==> src/rtl/seletor_notas.sv <==
// Note key input stage: synchronises, debounces and prioritises the seven note keys and the sharp key.
// It holds the selected note after release so the downstream seven-segment decoder always sees a stable code.
module seletor_notas #(
    parameter int unsigned DEBOUNCE_CYCLES = 4,
    parameter int unsigned HOLD_CYCLES     = 8
) (
    input  logic       CLK,
    input  logic       RST,
    input  logic [6:0] TECLAS,
    input  logic       SUSTENIDO,
    output logic [2:0] NOTAS,
    output logic       TOM,
    output logic       NOTA_VALIDA,
    output logic       NOVA_NOTA
);

    localparam int unsigned CNT_W  = 8;
    localparam int unsigned HOLD_W = 16;
    localparam logic [CNT_W-1:0]  CNT_TERM  = CNT_W'(DEBOUNCE_CYCLES);
    localparam logic [HOLD_W-1:0] HOLD_TERM = HOLD_W'(HOLD_CYCLES);
    localparam logic [2:0]        BLANK     = 3'b111;

    typedef enum logic [1:0] {
        OCIOSO      = 2'd0,
        FILTRANDO   = 2'd1,
        TOCANDO     = 2'd2,
        SUSTENTANDO = 2'd3
    } state_t;

    state_t            state, state_n;
    logic [7:0]        sync1, sync2;
    logic [6:0]        tk;
    logic              sk;
    logic [2:0]        cand, cand_n;
    logic [CNT_W-1:0]  cnt, cnt_n;
    logic [HOLD_W-1:0] hold, hold_n;
    logic              from_hold, from_hold_n;
    logic [2:0]        notas_n;
    logic              tom_n, valida_n, nova_n;

    assign tk = sync2[6:0];
    assign sk = sync2[7];

    // Do (bit 0) has the highest priority.
    function automatic logic [2:0] lowest_key(input logic [6:0] v);
        logic [2:0] r;
        r = 3'd0;
        for (int i = 6; i >= 0; i--) begin
            if (v[i]) r = 3'(i);
        end
        return r;
    endfunction

    // Mi and Si have no sharp.
    function automatic logic legal_sharp(input logic [2:0] n, input logic s);
        return s && (n != 3'd2) && (n != 3'd6);
    endfunction

    // State, counters, synchroniser and registered outputs.
    always_ff @(posedge CLK) begin
        if (RST) begin
            state       <= OCIOSO;
            sync1       <= 8'd0;
            sync2       <= 8'd0;
            cand        <= 3'd0;
            cnt         <= '0;
            hold        <= '0;
            from_hold   <= 1'b0;
            NOTAS       <= BLANK;
            TOM         <= 1'b0;
            NOTA_VALIDA <= 1'b0;
            NOVA_NOTA   <= 1'b0;
        end else begin
            state       <= state_n;
            sync1       <= {SUSTENIDO, TECLAS};
            sync2       <= sync1;
            cand        <= cand_n;
            cnt         <= cnt_n;
            hold        <= hold_n;
            from_hold   <= from_hold_n;
            NOTAS       <= notas_n;
            TOM         <= tom_n;
            NOTA_VALIDA <= valida_n;
            NOVA_NOTA   <= nova_n;
        end
    end

    // Next-state and next-output logic.
    always_comb begin
        state_n     = state;
        cand_n      = cand;
        cnt_n       = cnt;
        hold_n      = hold;
        from_hold_n = from_hold;
        notas_n     = NOTAS;
        tom_n       = TOM;
        valida_n    = NOTA_VALIDA;
        nova_n      = 1'b0;

        case (state)
            OCIOSO: begin
                if (|tk) begin
                    cand_n      = lowest_key(tk);
                    cnt_n       = CNT_W'(1);
                    from_hold_n = 1'b0;
                    state_n     = FILTRANDO;
                end
            end
            FILTRANDO: begin
                if (tk[cand]) begin
                    if (cnt < CNT_TERM) cnt_n = cnt + CNT_W'(1);
                    if (cnt >= CNT_TERM - CNT_W'(1)) begin
                        notas_n  = cand;
                        tom_n    = legal_sharp(cand, sk);
                        valida_n = 1'b1;
                        nova_n   = 1'b1;
                        state_n  = TOCANDO;
                    end
                end else begin
                    // Bounce: go back without touching the displayed note.
                    state_n = from_hold ? SUSTENTANDO : OCIOSO;
                end
            end
            TOCANDO: begin
                tom_n = legal_sharp(cand, sk);
                if (!tk[cand]) begin
                    hold_n  = HOLD_W'(1);
                    state_n = SUSTENTANDO;
                    if (HOLD_TERM <= HOLD_W'(1)) begin
                        notas_n  = BLANK;
                        tom_n    = 1'b0;
                        valida_n = 1'b0;
                        state_n  = OCIOSO;
                    end
                end
            end
            SUSTENTANDO: begin
                if (|tk) begin
                    cand_n      = lowest_key(tk);
                    cnt_n       = CNT_W'(1);
                    from_hold_n = 1'b1;
                    state_n     = FILTRANDO;
                end else begin
                    if (hold < HOLD_TERM) hold_n = hold + HOLD_W'(1);
                    if (hold >= HOLD_TERM - HOLD_W'(1)) begin
                        notas_n  = BLANK;
                        tom_n    = 1'b0;
                        valida_n = 1'b0;
                        state_n  = OCIOSO;
                    end
                end
            end
            default: state_n = OCIOSO;
        endcase
    end

endmodule
==> config.mk <==
export PLATFORM = sky130hd
export DESIGN_NAME = seletor_notas
export DESIGN_NICKNAME = d
export VERILOG_FILES = /design/src/rtl/seletor_notas.sv
export SDC_FILE = /design/constraint.sdc
export NUM_CORES = 1
export LEC_CHECK = 0
export ABC_AREA = 0
export CORE_MARGIN = 2
export CORE_UTILIZATION = 56
export DETAILED_ROUTE_END_ITERATION = 10
export PLACE_DENSITY = 0.84
export SLEW_MARGIN = 20
export SYNTH_ARGS = -nofsm -noshare
export SYNTH_HDL_FRONTEND = slang
export SYNTH_SLANG_ARGS = --single-unit
==> constraint.sdc <==
create_clock -name CLK -period 4.76 [get_ports CLK]
set_clock_uncertainty 0.15 [all_clocks]
set_input_delay 0.476 -clock CLK [delete_from_list [all_inputs] [get_ports CLK]]
set_output_delay 0.476 -clock CLK [all_outputs]
set_load 0.01 [all_outputs]
### Word-level counts from Yosys, hierarchy flattened

Index checks and enable logic that the tools add are counted.

* add/subtract/negate cells: 2
* order comparisons: 5
* eq/ne operators: 17
* muxes and demuxes: 42
* bitwise gates (word level): 2
* reductions and logical operators: 18

Operators with widths (count)
* 16-bit two-way mux: 3
* 3-bit two-way mux: 11
* 16-bit case mux with 2 select lines: 1
* 8-bit two-way mux: 3
* 2-bit inequality test (second input constant): 9
* 16-bit by 1-bit adder with 16-bit output (second input constant): 1
* 16-bit by 3-bit >= comparator with 1-bit output (second input constant): 1
* 16-bit by 4-bit < comparator with 1-bit output (second input constant): 1
* 8-bit case mux with 2 select lines: 1
* 2-bit two-way mux: 7
* 4-bit AND reduction: 3
* 1-bit two-way mux: 10
* 5-bit AND reduction: 2
* 3-bit inequality test (second input constant): 3
* 8-bit by 1-bit adder with 8-bit output (second input constant): 1
* 8-bit by 2-bit >= comparator with 1-bit output (second input constant): 1
* 8-bit by 3-bit < comparator with 1-bit output (second input constant): 1
* 2-bit case mux with 4 select lines: 1
* 2-bit nonzero test: 4
* 7-bit OR reduction: 1
* 3-bit case mux with 2 select lines: 1
* 2-bit == test (second input constant): 2
* 3-bit by 4-bit < comparator with 1-bit output (second input constant): 1
* 1-bit case mux with 2 select lines: 2
* other kinds (13): 15

* register bits after elaboration: 52
* bits of input ports: 10
* logic and storage cells: 97

### Logic depth before layout (Yosys ltp)

Gate-level depths: netlist (run 1).

* depth in word-level cells: 7
* mapped depth: 8

### Least setup slack after synthesis (run 1)

Ideal clock, no wire load.

* path kind: flip-flop to flip-flop
* start: reg state[0]
* end: reg hold[2]
* setup time: 0.070 ns
* arrival: 2.021 ns
* slack: 2.519 ns
* cell stages (with the launch flop): 8
* path buffers: 1
* period minus slack after synthesis: 2.241 ns
* cell sequence: dfxtp_1 > ha_1 > buf_2 > nor4b_1 > and4_1 > mux2i_1 > or4_1 > a21oi_1

* word-level cells in the longest chain between the ends: 3
* elaborated cells on any way between the ends: 8
* classes of those cells: 5 x eq/ne; 1 x mux; 2 x reduce/logical

RTL lines
* start, declared: line 30 `state_t state, state_n;`
* start signal, assigned: line 74 `state <= state_n;`
* 2-bit == test: line 100 `case (state)`
* 2-bit inequality test (no line) / 2-bit nonzero test (equally long branches)
* 4-bit AND reduction (no line)
* end signal, assigned: line 79 `hold <= hold_n;`
* end, declared: line 36 `logic [HOLD_W-1:0] hold, hold_n;`

Several ways; a longest one is shown, not always the timed one.
A chain may end at the register's enable or synchronous reset.

### Final worst setup path (run 1)

Ends and elaborated chain as after synthesis.

==> results of run 1 <==
==> power breakdown <==
group          internal [W]  switching, W  total [W]
Clock              0.000103      0.000146   0.000249
Combinational     0.0000613     0.0000730   0.000134
Sequential         0.000456     0.0000164   0.000472
==> kinds of logic after synthesis <==
logic type	after synthesis	share of synthesized area [%]
simple gates	106	26.08
flops	52	46.87
compound gates	50	14.31
buf+inv	18	3.155
mux	11	5.634
fa+ha+maj	7	3.943
==> synthesized netlist by cell type, drive strengths merged (2+ instances only) <==
| cell type | count |
|---|---|
| nor2b | 19 |
| inv | 9 |
| a211oi | 2 |
| mux2i | 8 |
| mux2 | 2 |
| and4 | 2 |
| nand2 | 12 |
| nor4 | 4 |
| ha | 7 |
| nand3 | 7 |
| a41oi | 2 |
| o21a | 2 |
| clkbuf | 5 |
| or4 | 6 |
| nor3 | 9 |
| buf | 4 |
| and2 | 7 |
| nand2b | 4 |
| and3 | 5 |
| a21oi | 15 |
| or3 | 4 |
| nor2 | 22 |
| a31oi | 6 |
| o21ai | 9 |
| nand4 | 2 |
| a21o | 3 |
| dfxtp | 52 |
| o31ai | 3 |
==> layer usage <==
layer | GRT usage [%] | wire length [um]
met5 | 0 | 0
met3 | 5.743 | 188
met2 | 31.13 | 1765
met1 | 26.91 | 2022
met4 | 6.888 | 63
==> stage by stage <==
step / hold WS [ps] / utilization, % / std cells / power, W
after floorplan: 263.8 / - / 244 / 0.0005716
after global placement: 268.5 / 64.17 / 299 / 0.0006139
after detailed placement: 273.4 / 64.17 / 299 / 0.0006166
after CTS: 295.6 / 66.44 / 306 / 0.0008606
after global routing: 308.7 / 66.44 / 306 / 0.0008936
final: 288.0 / 66.44 / 306 / 0.0008555
==> sequential cells by signal, summed over array words and instances, names as in the netlist, named ones only <==
name / flops
NOTAS: 3
sync1: 8
TOM: 1
cand: 3
cnt: 8
sync2: 8
NOVA_NOTA: 1
NOTA_VALIDA: 1
from_hold: 1
hold: 16
state: 1
==> layout make-up <==
| class | instances | area, um2 |
|---|---|---|
| Fill cell | 312 | 1256 |
| Multi-Input combinational cell | 174 | 1110 |
| Sequential cell | 52 | 1041 |
| Timing Repair Buffer | 16 | 157.7 |
| Clock buffer | 5 | 68.82 |
| Tap cell | 48 | 60.06 |
| Inverter | 9 | 33.78 |
| Clock inverter | 2 | 16.27 |
==> worst max path at each step <==
stage | start | endpoint | slack (ps) | cells past startpoint
finish | state[0] | hold[2] | 2200 | 6
global route | state[0] | hold[2] | 2020 | 6
CTS | state[0] | hold[2] | 2210 | 6
detailed placement | state[0] | hold[2] | 2240 | 6
global placement | state[0] | hold[2] | 2370 | 6
floorplan | state[0] | hold[2] | 2520 | 7
==> run_results.csv, run 1 <==
group,metric,value,unit
synthesis,netlist_area,0.002221,mm2
routing,first_iter_violations,126,
critical_path,end_kind,"register",
final_layout,antenna_cells,0,
synthesis,synth_top_cell_area_share,46.87,%
die,initial_utilization,59.32,%
final_layout,syn_to_final_growth,12.00,%
sta,layout_setup_ws,2198,ps
die,fp.dieH,66.98,um
run,maxCapViolCount,0,
die,dieArea,0.004486,mm2
die,core_area,0.003744,mm2
critical_path,worst-r2r-setup-slack,2200,ps
critical_path,crit_slowest_cell,"or4_1",
synthesis,synth_ff_type,"dfxtp_1",
critical_path,critPathArrivalTime,2660,ps
sta,hold_viol_final,0,
synthesis,synth_top_area_cell,"dfxtp_1",
synthesis,synth_cells,244,
critical_path,worst-path-buf-inv,0,
power_and_ir_drop,p_per_area,343.9,mW/mm2
placement,placed_area,0.002402,mm2
critical_path,cp.required,4860,ps
status,outcome,"completed",
critical_path,r2r_cells,6,
clock_tree,htreeDepth,2,
clock_tree,cts_root_buf,"clkbuf_8",
critical_path,path_class,"reg -> reg",
global_route,grt_usage,20.14,%
min_path,hp-start,"sync1[6]",
die,rows,22,
min_path,hold_end,"sync2[6]",
placement,dp.final_hpwl,2886,um
critical_path,critical-path-max-stage-delay,490,ps
routing,drt-total-wl,4039,um
die,io_pins,16,
critical_path,crit_chain,"ha_1 > nor4b_1 > and4_1 > mux2i_1 > or4_1 > a21oi_1",
sta,min_period_over_period,53.82,%
critical_path,critPathTopFamily,"simple AND/OR/NAND/NOR gates",
sta,worstMarginPinSlew,567.9,ps
global_route,grt_pass1_vias,1535,
critical_path,reg2reg_to,"hold[2]",
synthesis,yosysWarnings,0,
critical_path,startpoint_type,"register",
sta,fin_tns_setup,0,ps
clock_tree,cts.sinks,52,
synthesis,avgSynthCellArea,9.102,um2
die,die_x,66.98,um
critical_path,worstReg2RegStart,"state[0]",
routing,antenna_left,0,
clock_tree,cts_buffers,5,
routing,viasPerCell,5.791,
sta,maxSlewHeadroom,61.79,%
clock_tree,path_clk_slew,90,ps
synthesis,synth_nets,261,
synthesis,async_reset_ff_share,0,%
clock_tree,clock_path_buffers,2,
sta,slew_viol_final,0,
clock_tree,cts_setup_buffers,0,
synthesis,synth-seq-cells,52,
placement,gp_congestion,0.9248,
clock_tree,tritoncts,"built",
power_and_ir_drop,p_leak,0.9356,nW
synthesis,ys_types,42,
clock_tree,ctsHoldBuffers,0,
routing,vias,1772,
final_layout,final_nets,275,
placement,port_buffers,15,
sta,rsz0062_at_grt,"false",
global_route,antenna_found_initial,0,
clock_tree,cts_resized,0,
routing,drc,0,
sta,period_minus_slack,2562,ps
final_layout,drive_gt1_share,4.264,%
final_layout,final_common_cell,"dfxtp_1",
power_and_ir_drop,vdd_ir_drop_max,0.0002369,V
synthesis,synth_edf_count,0,
final_layout,layout_common_cells,"dfxtp_1 (52), nor2_1 (22), nor2b_1 (19)",
global_route,grt_max_degree,39,
synthesis,ys_seq_area_share,46.87,%
clock_tree,clk_latency,310,ps
placement,place_ws,2238,ps
sta,finalSetupViolations,0,
min_path,worst_hold_path.num_cells,1,
sta,fmax,390.4,MHz
global_route,grt.overflow.total,0,
routing,firstDrtPassIters,4,
synthesis,synth_area_leaders,"dfxtp_1 (47%), nor2b_1 (5.4%), ha_1 (3.9%), nor2_1 (3.7%), mux2i_1 (3.6%)",
critical_path,crit_fanout,10,
routing,wl_per_cell,13.20,um
final_layout,design_area,0.002487,mm2
global_route,grt_pass1_wl,6844,um
min_path,hp-class,"reg -> reg",
(Power assumes the default switching activity.)
==> inputs of run 2 (changes only) <==
Clock period 4.76 ns to 2.56 ns, I/O delays scaled along.
==> run 2 against run 1 <==
  * Via count rose by 0.85%
  * Final area rose by 1.9%
  * Combinational power rose by 99%
  * Power rose by 90%
  * Register-to-register slack got worse by 2000 ps
  * Critical endpoint is now cnt[7]
  * Maximum frequency rose by 8.8%
  * Global-route usage rose by 1.2 points
  * Critical path depth fell by 1
  * Sequential share of layout area fell by 0.76 points
  * Sequential power rose by 86%
==> run_results.csv, run 2 (synthesized netlist as in run 1, its figures left out) <==
group,metric,value,unit
sta,maxSlewHeadroom,60.67,%
die,rows,22,
min_path,hp-class,"reg -> reg",
clock_tree,cts.sinks,52,
critical_path,crit_chain,"or4_1 > or3_1 > o21a_1 > or4_1 > a21oi_1",
critical_path,critical-path-max-stage-delay,560,ps
final_layout,syn_to_final_growth,14.08,%
final_layout,layout_common_cells,"dfxtp_1 (52), nor2_1 (22), nor2b_1 (19)",
clock_tree,clock_path_buffers,2,
final_layout,final_nets,280,
critical_path,worst-r2r-setup-slack,210,ps
critical_path,startpoint_type,"register",
die,io_pins,16,
routing,firstDrtPassIters,4,
routing,antenna_left,0,
sta,period_minus_slack,2354,ps
placement,gp_congestion,0.8558,
global_route,grt.overflow.total,0,
routing,first_iter_violations,83,
critical_path,path_class,"reg -> reg",
routing,drc,0,
sta,hold_viol_final,0,
critical_path,worstSetupStartpoint,"cnt[7]",
final_layout,drive_gt1_share,6.061,%
critical_path,cp.required,2650,ps
die,dieArea,0.004486,mm2
power_and_ir_drop,vdd_ir_drop_max,0.0004660,V
clock_tree,cts_buffers,5,
clock_tree,htreeDepth,2,
placement,port_buffers,15,
critical_path,crit_end,"cnt[7]",
power_and_ir_drop,p_per_area,639.9,mW/mm2
critical_path,crit_fanout,5,
global_route,antenna_found_initial,0,
final_layout,regArea,0.001041,mm2
critical_path,worstReg2RegStart,"cnt[7]",
clock_tree,path_clk_slew,90,ps
placement,place_inst,304,
final_layout,largest_reg_flops,16,
sta,min_period_over_period,91.97,%
global_route,grt_usage,21.29,%
final_layout,antenna_cells,0,
sta,rsz0062_at_grt,"false",
critical_path,end_kind,"register",
sta,fin_tns_setup,0,ps
final_layout,top_register,"hold",
final_layout,fillers,309,
critical_path,crit_slowest_cell,"or4_1",
sta,worstMarginPinSlew,584.5,ps
routing,vias,1787,
die,fp.dieH,66.98,um
final_layout,final_cells,312,
global_route,grt_pass1_vias,1636,
final_layout,final_common_cell,"dfxtp_1",
global_route,grt_max_degree,16,
sta,layout_setup_ws,205.6,ps
sta,slew_viol_final,0,
final_layout,multi_input_comb_area,0.001110,mm2
placement,place_ws,226.6,ps
critical_path,r2r_cells,5,
sta,fmax,424.7,MHz
clock_tree,cts_root_buf,"clkbuf_8",
routing,drt-total-wl,4169,um
status,outcome,"completed",
clock_tree,ctsHoldBuffers,0,
clock_tree,cts_setup_buffers,0,
critical_path,crit_top_cell,"or4_1",
global_route,grt_pass1_wl,7113,um
routing,viasPerCell,5.728,
power_and_ir_drop,p_leak,0.9635,nW
placement,dp.final_hpwl,3032,um
run,maxCapViolCount,0,
sta,whs,287.4,ps
critical_path,critPathArrivalTime,2450,ps
critical_path,reg2reg_to,"cnt[7]",
die,initial_utilization,59.32,%
die,core_area,0.003744,mm2
clock_tree,tritoncts,"built",
clock_tree,cts_resized,0,
routing,wl_per_cell,13.36,um
clock_tree,clk_latency,300,ps
sta,finalSetupViolations,0,
die,die_x,66.98,um
-- run 2: metrics by stage --
step           utilization, %  area (um2)  total power (W)
6_report                67.68        2534         0.001621
5_1_grt                 67.68        2534         0.001698
4_1_cts                 67.68        2534         0.001630
3_5_place_dp            65.17        2440         0.001160
3_3_place_gp            65.17        2440         0.001156
2_1_floorplan               -        2221         0.001063
-- run 2: worst min path at each step --
| stage | startpoint | slack (ps) | depth (start not counted) | endpoint |
|---|---|---|---|---|
| after floorplan | TECLAS[0] | 230 | 1 | sync1[0] |
| after global placement | sync1[6] | 270 | 1 | sync2[6] |
| after detailed placement | sync1[2] | 280 | 1 | sync2[2] |
| after CTS | sync1[6] | 290 | 1 | sync2[6] |
| after global routing | sync1[6] | 300 | 1 | sync2[6] |
| final | sync1[6] | 290 | 1 | sync2[6] |
-- run 2: routing by layer --
metal	vias up	global-route usage (%)	part of all wire, %
met5	-	0	0
met4	0	6.888	0.74
met1	842	27.89	50
met3	4	5.574	3.1
li1	910	-	-
met2	31	34.13	46
-- run 2: worst max-delay path: cells and delay by family (launching register included) --
| kind | cells | cell delay [ps] |
|---|---|---|
| AOI/OAI and AO/OA | 2 | 380 |
| DFF | 1 | 340 |
| and+or+nand+nor | 3 | 1430 |
-- run 2: power by group --
| part | switching (W) | total [W] | internal [W] |
|---|---|---|---|
| sequential | 0.0000299 | 0.000878 | 0.000848 |
| combinational | 0.000139 | 0.000266 | 0.000127 |
| clock | 0.000258 | 0.000478 | 0.000220 |
| total | 0.000427 | 0.00162 | 0.00119 |
-- run 2: final cells by class --
| class | count | share of cell area (%) |
|---|---|---|
| clock buffer | 7 | 3.407 |
| clock inverter | 1 | 0.2963 |
| inverter | 9 | 1.333 |
| multi-input combinational | 174 | 43.80 |
| sequential | 52 | 41.09 |
| tap | 48 | 2.370 |
| timing repair buffer | 21 | 7.704 |
